===== src/rtl/debounce_ctrl_ers.sv =====
// debounce_ctrl_ers: push-button debouncer. A two-flop synchronizer feeds a
// four-state accept/reject FSM that is clocked by a local prescaler tick. The
// FSM produces a clean level and one-cycle press/release strobes.
module debounce_ctrl_ers #(
    parameter int PRESCALE = 4,
    parameter int STABLE_N = 4
) (
    input  logic clk,
    input  logic reset,
    input  logic enable,
    input  logic pb_in,
    output logic pb_clean,
    output logic press,
    // 'release' is a reserved word, so the release strobe carries a suffix
    output logic release_pulse,
    output logic busy
);

    localparam int PW = (PRESCALE > 1) ? $clog2(PRESCALE) : 1;
    localparam int SW = $clog2(STABLE_N + 1);

    localparam logic [PW-1:0] PRE_LAST  = PW'(PRESCALE - 1);
    localparam logic [SW-1:0] STAB_LAST = SW'(STABLE_N - 1);

    typedef enum logic [1:0] {
        RELEASED    = 2'b00,
        ARM_PRESS   = 2'b01,
        PRESSED     = 2'b10,
        ARM_RELEASE = 2'b11
    } state_t;

    state_t          state;
    logic            sync1;
    logic            sync2;
    logic [PW-1:0]   pre_cnt;
    logic [SW-1:0]   stab_cnt;
    logic            tick;

    // Two-flop synchronizer for the asynchronous pin; frozen while disabled
    always_ff @(posedge clk) begin
        if (reset) begin
            sync1 <= 1'b0;
            sync2 <= 1'b0;
        end else if (enable) begin
            sync1 <= pb_in;
            sync2 <= sync1;
        end
    end

    // Sample tick is asserted during the last count of the prescaler period
    assign tick = (pre_cnt == PRE_LAST);

    // Prescaler counts 0..PRESCALE-1 on enabled cycles and wraps
    always_ff @(posedge clk) begin
        if (reset) begin
            pre_cnt <= '0;
        end else if (enable) begin
            if (tick) begin
                pre_cnt <= '0;
            end else begin
                pre_cnt <= pre_cnt + PW'(1);
            end
        end
    end

    // Accept/reject FSM: a change is taken only after STABLE_N equal tick
    // samples; any opposite sample drops back to the current base state
    always_ff @(posedge clk) begin
        if (reset) begin
            state         <= RELEASED;
            stab_cnt      <= '0;
            pb_clean      <= 1'b0;
            press         <= 1'b0;
            release_pulse <= 1'b0;
        end else begin
            press         <= 1'b0;
            release_pulse <= 1'b0;
            if (enable && tick) begin
                case (state)
                    RELEASED: begin
                        if (sync2) begin
                            state    <= ARM_PRESS;
                            stab_cnt <= SW'(1);
                        end
                    end
                    ARM_PRESS: begin
                        if (!sync2) begin
                            state    <= RELEASED;
                            stab_cnt <= '0;
                        end else if (stab_cnt == STAB_LAST) begin
                            state    <= PRESSED;
                            stab_cnt <= '0;
                            pb_clean <= 1'b1;
                            press    <= 1'b1;
                        end else begin
                            stab_cnt <= stab_cnt + SW'(1);
                        end
                    end
                    PRESSED: begin
                        if (!sync2) begin
                            state    <= ARM_RELEASE;
                            stab_cnt <= SW'(1);
                        end
                    end
                    ARM_RELEASE: begin
                        if (sync2) begin
                            state    <= PRESSED;
                            stab_cnt <= '0;
                        end else if (stab_cnt == STAB_LAST) begin
                            state         <= RELEASED;
                            stab_cnt      <= '0;
                            pb_clean      <= 1'b0;
                            release_pulse <= 1'b1;
                        end else begin
                            stab_cnt <= stab_cnt + SW'(1);
                        end
                    end
                    default: begin
                        state    <= RELEASED;
                        stab_cnt <= '0;
                    end
                endcase
            end
        end
    end

    // Arm states are the odd encodings, so busy is the state LSB
    assign busy = state[0];

endmodule


===== config.mk =====
export PLATFORM = sky130hd
export DESIGN_NAME = debounce_ctrl_ers
export DESIGN_NICKNAME = d
export VERILOG_FILES = /design/src/rtl/debounce_ctrl_ers.sv
export SDC_FILE = /design/constraint.sdc
export NUM_CORES = 1
export LEC_CHECK = 0
export CORE_AREA = 2 2 39 41
export DETAILED_ROUTE_END_ITERATION = 6
export DIE_AREA = 0 0 41 43
export GPL_ROUTABILITY_DRIVEN = 0
export PLACE_DENSITY = 0.67
export SKIP_LAST_GASP = 1
export SLEW_MARGIN = 15
export SYNTH_ARGS = -nofsm -noshare
export SYNTH_HDL_FRONTEND = slang
export SYNTH_SLANG_ARGS = --single-unit

===== constraint.sdc =====
create_clock -name clk -period 1.5 [get_ports clk]
set_clock_uncertainty 0.15 [all_clocks]
set_input_delay 0.15 -clock clk [delete_from_list [all_inputs] [get_ports clk]]
set_output_delay 0.15 -clock clk [all_outputs]
set_load 0.01 [all_outputs]

==> results by group, run 1 <==
Timing
  – Slew HR: 0.820
  – Final period util: 0.962
  – Setup-failing EPs final: 0
  – Slew Viols, Final: 0
  – Fmax: 693 MHz
  – Worst-Margin Slew: 270 ps
  – Final Hold Fails: 0
  – Min Clock Period, post-route: 1440 ps
  – Final hold slack: 339 ps

Global route
  – Initial antenna violation count: 0
  – Grt ovf: 0
  – All-Layer GR Usage: 0.130
  – First-pass GRT wire length: 1.56 mm
  – Largest net degree at the start of global routing: 11
  – Vias in the first global route: about 380

Clocking
  – CTS tree: yes
  – Clk pin slew, worst setup/hold paths: 70 ps
  – CTS Buffer Depth: 2
  – CTS Hold Bufs: 0
  – Setup bufs post-CTS: 0
  – H-tree levels: 1
  – Worst-skew pair later-pin latency: 270 ps
  – CTS root buf: clkbuf_4
  – CTS Buf Count: 3
  – Clock sinks: 12

Worst hold path
  – Hold endpoint: sync1$_SDFFE_PP0P_
  – Hold path depth: 3
  – Hold path startpoint: pb_in
  – HP Class: input port to flop

Yosys
  – Mapped Area: 553 um2
  – Seq/Total Area, Yosys: 0.434
  – Count leader, synth: dfxtp_1
  – Main synth FF type: dfxtp_1
  – Seq cells post-synth: 12
  – Syn Area/Cell: 9.54 um2
  – Synth cell types: 27
  – Post-synth top area cell: dfxtp_1
  – Syn Nets: 64
  – Synth top area share: 0.434
  – Synth top area cells: dfxtp_1 (43%), mux2i_1 (7.2%), ha_1 (4.5%)
  – EDFF count, synth: 0
  – Synth warn: 0
  – Asr flop ratio synth: 0
  – Mapped Cells: 58

Critical path
  – Crit start category: flop
  – CP Class: flop to output pin
  – Worst path bufs/invs: 1
  – Slowest-stage cell, CP: clkdlybuf4s50_1
  – Capture point of the worst reg-to-reg path: press$_SDFF_PP0_
  – Worst reg-to-reg path cell count: 4
  – Worst-path maximum fanout: 3
  – Critical Path AT: 1140 ps
  – Crit path capture type: output pin
  – Critical Path RT: 1200 ps
  – CP max stage delay: 530 ps
  – Flop2flop setup slack: 70 ps
  – R2R Path Start: stab_cnt[0]$_SDFFE_PP0P_
  – Delay-heaviest family, CP: buffers and inverters
  – Crit-path cells: clkdlybuf4s50_1

Layout
  – Layout Utilization: 0.500
  – Layout Nets: 78
  – Share of cells above drive strength 1: 0.171
  – FILL cells: 131
  – Ant diodes: 0
  – Area delta synth->final: 25.1%

Drt
  – Wirelength per Cell: 11.1 um
  – Total Wirelength: 952 um
  – Residual DRC: 0
  – Via count: 450
  – Starting DRT DRC Count: 9
  – DR pass1 iterations: 4
  – Routed Antenna Nets: 0
  – Drt via density: about 5.2

Job
  – MaxCap Viol Count: 0

Floorplan
  – Core Area: 1380 um2
  – Boundary Pins: 8
  – Rows: 14
  – Die Height: 43 um
  – Die area: 1760 um2
  – Starting Density: 0.400
  – Die Wd: between 40 and 50 um

Run status
  – Status: complete, no violations

Power
  – Leak Pwr: about 0.25 nW
  – Worst VDD drop: ~390 uV
  – Pwr dens: between 800 and 900 nW/um2

Placement
  – Port bufs: 7
  – DP Wirelength: about 730 um
-- what timing repair did --
action                     in CTS  in global routing
setup endpoints to repair       0                  2
gates resized for setup         0                  1
hold endpoints to repair        0                  0
-- cell usage in the layout, fill, tap and decap left out, drive strengths merged, types with 2 or more instances in the layout --
| cell | count |
|---|---|
| inv | 4 |
| dfxtp | 12 |
| ha | 2 |
| nand2 | 2 |
| a21oi | 4 |
| nand2b | 2 |
| nor2 | 4 |
| mux2i | 4 |
| clkdlybuf4s50 | 7 |
| clkbuf | 3 |
| buf | 5 |
| nand4b | 2 |
| o21ai | 4 |
| nand3 | 2 |
| a211oi | 2 |
-- through the flow --
stage               worst slack (ps)  cell area (um2)  power, mW  setup TNS (ps)  cells
floorplan                        186              553      0.369               0     58
global placement                18.1              668      0.391               0     83
detailed placement             -21.8              668      0.393           -40.1     83
CTS                             46.5              691      0.588               0     86
global route                   -2.78              692      0.601           -2.78     86
finish                          56.7              692      0.581               0     86
-- sequential cells by signal (all words and copies together) (netlist names), named ones only --
name,cells
pb_clean,1
pre_cnt,2
press,1
release_pulse,1
stab_cnt,3
state,1
sync1,1
sync2,1
-- how the worst max path moves through the flow --
stage,startpoint,endpoint,slack (ps),depth (start not counted)
6_report,pb_clean$_SDFFE_PP0P_,pb_clean,60,1
5_1_grt,stab_cnt[0]$_SDFFE_PP0P_,pb_clean$_SDFFE_PP0P_,-3,4
4_1_cts,pb_clean$_SDFFE_PP0P_,pb_clean,50,1
3_5_place_dp,enable,release_pulse$_SDFF_PP0_,-20,4
3_3_place_gp,enable,release_pulse$_SDFF_PP0_,20,4
2_1_floorplan,pre_cnt[0]$_SDFFE_PP0P_,press$_SDFF_PP0_,190,4
-- tightest hold or removal path: stages --
cell             delay, ps
clkdlybuf4s50_1        390
mux2i_1                130
nor2_1                  50
-- area by class of cell --
cell class / instances / area [um2] / area share
multi-input combinational: 39 / 287 / 0.414
sequential: 12 / 240 / 0.347
timing repair buffer: 12 / 108 / 0.156
clock buffer: 3 / 22.5 / 0.0325
tap: 16 / 20.0 / 0.0289
inverter: 4 / 15.0 / 0.0217
-- where the power goes --
part           leakage [nW]  total [mW]  switching [mW]  internal (mW)
combinational         0.143      0.0501          0.0213         0.0287
clock                0.0138       0.197           0.104         0.0929
sequential           0.0974       0.334         0.00690          0.328
-- layer usage --
layer,GRT usage,vias up,share of wire
met3,0.0314,4,0.046
met5,0,-,0
met1,0.180,203,0.49
met4,0.0800,0,0.024
li1,-,232,-
met2,0.175,11,0.44
-- logic make-up (layout without fill, tap and decap cells) --
family / after synthesis / after routing / synth area share
simple gates: 19 / 19 / 0.219
fa+ha+maj: 2 / 2 / 0.0452
buf+inv: 7 / 19 / 0.0497
mux: 4 / 4 / 0.0724
flops: 12 / 12 / 0.434
xor+xnor: 1 / 1 / 0.0294
compound gates: 13 / 13 / 0.149
Power figures use the tool's default switching activity.
==> run 2: changes to the inputs <==
--- a/config.mk
+++ b/config.mk
@@ -9,6 +9,7 @@
 export DETAILED_ROUTE_END_ITERATION = 6
 export DIE_AREA = 0 0 41 43
 export GPL_ROUTABILITY_DRIVEN = 0
+export MAX_ROUTING_LAYER = met4
 export PLACE_DENSITY = 0.67
 export SKIP_LAST_GASP = 1
 export SLEW_MARGIN = 15
==> results of run 2 <==
No change in the layout: final DEF, timing and power equal those of run 1.
Main changes from that run: overall routing resource usage 0.130 -> 0.134
==> run 3: changes to the inputs <==
--- a/config.mk
+++ b/config.mk
@@ -5,13 +5,12 @@
 export SDC_FILE = /design/constraint.sdc
 export NUM_CORES = 1
 export LEC_CHECK = 0
-export CORE_AREA = 2 2 39 41
+export CORE_AREA = 4 4 41 43
 export DETAILED_ROUTE_END_ITERATION = 6
-export DIE_AREA = 0 0 41 43
+export DIE_AREA = 0 0 45 47
 export GPL_ROUTABILITY_DRIVEN = 0
 export MAX_ROUTING_LAYER = met4
 export PLACE_DENSITY = 0.67
-export SKIP_LAST_GASP = 1
 export SLEW_MARGIN = 15
 export SYNTH_ARGS = -nofsm -noshare
 export SYNTH_HDL_FRONTEND = slang
==> results by group, run 3 (synthesis results as in run 1) <==
Run status
  – Status: complete, no violations (unchanged)

Clocking
  – CTS tree: yes (unchanged)
  – # resized after CTS: 0 (unchanged)
  – CTS Buffer Depth: 2 (unchanged)
  – Setup bufs post-CTS: 0 (unchanged)
  – Clk pin slew, worst setup/hold paths: 70 ps (about the same)
  – H-tree levels: 1 (unchanged)
  – CTS root buf: clkbuf_4 (unchanged)
  – CTS Buf Count: 3 (unchanged)
  – Clock sinks: 12 (unchanged)
  – Worst-skew pair later-pin latency: 260 ps (was 270 ps)
  – CTS Hold Bufs: 0 (unchanged)

Layout
  – Ant diodes: 0 (unchanged)
  – Most frequent cells in the layout: dfxtp_1 (12), clkdlybuf4s50_1 (7) (was dfxtp_1 (12), clkdlybuf4s50_1 (7), buf_4 (5))
  – Share of cells above drive strength 1: 0.188 (was 0.171)
  – Layout Utilization: 0.529 (was 0.500)
  – Largest Register: stab_cnt (unchanged)
  – Max reg flops: 3 (unchanged)
  – Most common cell after layout, fill and taps aside: dfxtp_1 (unchanged)
  – Area delta synth->final: 24.4% (was 25.1%)
  – Regs by FF count: stab_cnt (3), pre_cnt (2) (unchanged)
  – Layout Nets: 77 (was 78)

Floorplan
  – Rows: 13 (was 14)
  – Boundary Pins: 8 (unchanged)
  – Starting Density: 0.425 (was 0.400)
  – Core Area: 1300 um2 (was 1380 um2)
  – Die Wd: 45 um (was 41 um)
  – Die Height: 47 um (was 43 um)
  – Die area: 2120 um2 (was 1760 um2)

Critical path
  – CP Class: flop to output pin (unchanged)
  – Delay-heaviest family, CP: buffers and inverters (unchanged)
  – Worst path bufs/invs: 1 (unchanged)
  – Crit path capture type: output pin (unchanged)
  – Crit start category: flop (unchanged)
  – Worst reg-to-reg path cell count: 4 (unchanged)
  – Critical Path AT: 1130 ps (was 1140 ps)
  – Worst-path maximum fanout: 3 (unchanged)
  – Number of cells on the critical path: 1 (unchanged)
  – CP max stage delay: 540 ps (was 530 ps)
  – Crit-path cells: clkdlybuf4s50_1 (unchanged)
  – Critical Path RT: 1200 ps (about the same)
  – Slowest-stage cell, CP: clkdlybuf4s50_1 (unchanged)

Drt
  – Drt via density: 5.27 (was 5.23)
  – Routed Antenna Nets: 0 (unchanged)
  – Via count: 443 (was 450)
  – DR pass1 iterations: 4 (unchanged)
  – Residual DRC: 0 (unchanged)
  – Wirelength per Cell: 11.1 um (about the same)
  – Starting DRT DRC Count: 7 (was 9)
  – Total Wirelength: 932 um (was 952 um)

Timing
  – Final period util: 0.957 (was 0.962)
  – RSZ-0062 raised after global routing: no
  – PnR worst setup slack: 65.1 ps (was 56.7 ps)
  – Slew Viols, Final: 0 (unchanged)
  – Total Neg Setup Slack: 0 ps (unchanged)
  – Worst-Margin Slew: 288 ps (was 270 ps)
  – Final Hold Fails: 0 (unchanged)
  – Slew HR: 0.808 (was 0.820)
  – Fmax: 697 MHz (was 693 MHz)
  – Setup-failing EPs final: 0 (unchanged)
  – Final hold slack: 339 ps (about the same)
  – Min Clock Period, post-route: 1430 ps (was 1440 ps)

Global route
  – Vias in the first global route: 380 (was 382)
  – First-pass GRT wire length: 1.53 mm (was 1.56 mm)
  – Largest net degree at the start of global routing: 11 (unchanged)
  – Initial antenna violation count: 0 (unchanged)
  – All-Layer GR Usage: 0.101 (was 0.134)
  – Grt ovf: 0 (unchanged)

Power
  – Worst VDD drop: 449 uV (was 391 uV)
  – Pwr dens: 830 nW/um2 (was 840 nW/um2)
  – Leak Pwr: 0.243 nW (was 0.254 nW)
  – Total Power: 571 uW (was 581 uW)

Job
  – MaxCap Viol Count: 0 (unchanged)

Placement
  – DP Wirelength: 730 um (was 732 um)
  – Pre-CTS setup slack: -0.0466 ps (was -21.8 ps)
  – Port bufs: 7 (unchanged)

Worst hold path
  – HP Class: flop to flop (was input port to flop)
  – Hold path depth: 2 (was 3)
[run 3: cell types whose count changed in the layout (fill, tap and decap cells not counted), sizes merged]
cell / before / now
buf: 5 / 4
[run 3: power breakdown]
group	total, mW	switching, mW	internal [mW]
logic	0.0503	0.0213	0.0290
registers	0.335	0.00723	0.328
clock network	0.186	0.0936	0.0924
total	0.571	0.122	0.449
[run 3: path summary, 6_finish.rpt]
check,endpoint,slack (ps),startpoint
max,pb_clean,70,pb_clean$_SDFFE_PP0P_
max reg2reg,press$_SDFF_PP0_,90,stab_cnt[0]$_SDFFE_PP0P_
min,stab_cnt[2]$_SDFFE_PP0P_,340,stab_cnt[2]$_SDFFE_PP0P_
min reg2reg,stab_cnt[2]$_SDFFE_PP0P_,340,stab_cnt[2]$_SDFFE_PP0P_
[run 3: area by class of cell]
cell class | instances | area, um2
Timing Repair Buffer | 11 | 100
Sequential cell | 12 | 240
Tap cell | 15 | 18.8
Multi-Input combinational cell | 39 | 292
Clock buffer | 3 | 22.5
Fill cell | 132 | 613
Inverter | 4 | 15.0
[run 3: through the flow]
step | cells | instance area [um2]
floorplan | 58 | 553
global placement | 81 | 659
detailed placement | 81 | 659
CTS | 84 | 682
global route | 84 | 688
finish | 84 | 688
[run 3: routing by layer]
metal / wire [um] / global-route usage / vias up
met2: 425 / 0.167 / 9
met5: 0 / - / -
met1: 457 / 0.120 / 203
met4: 0 / 0.0175 / 0
li1: - / - / 231
met3: 49 / 0.0345 / 0
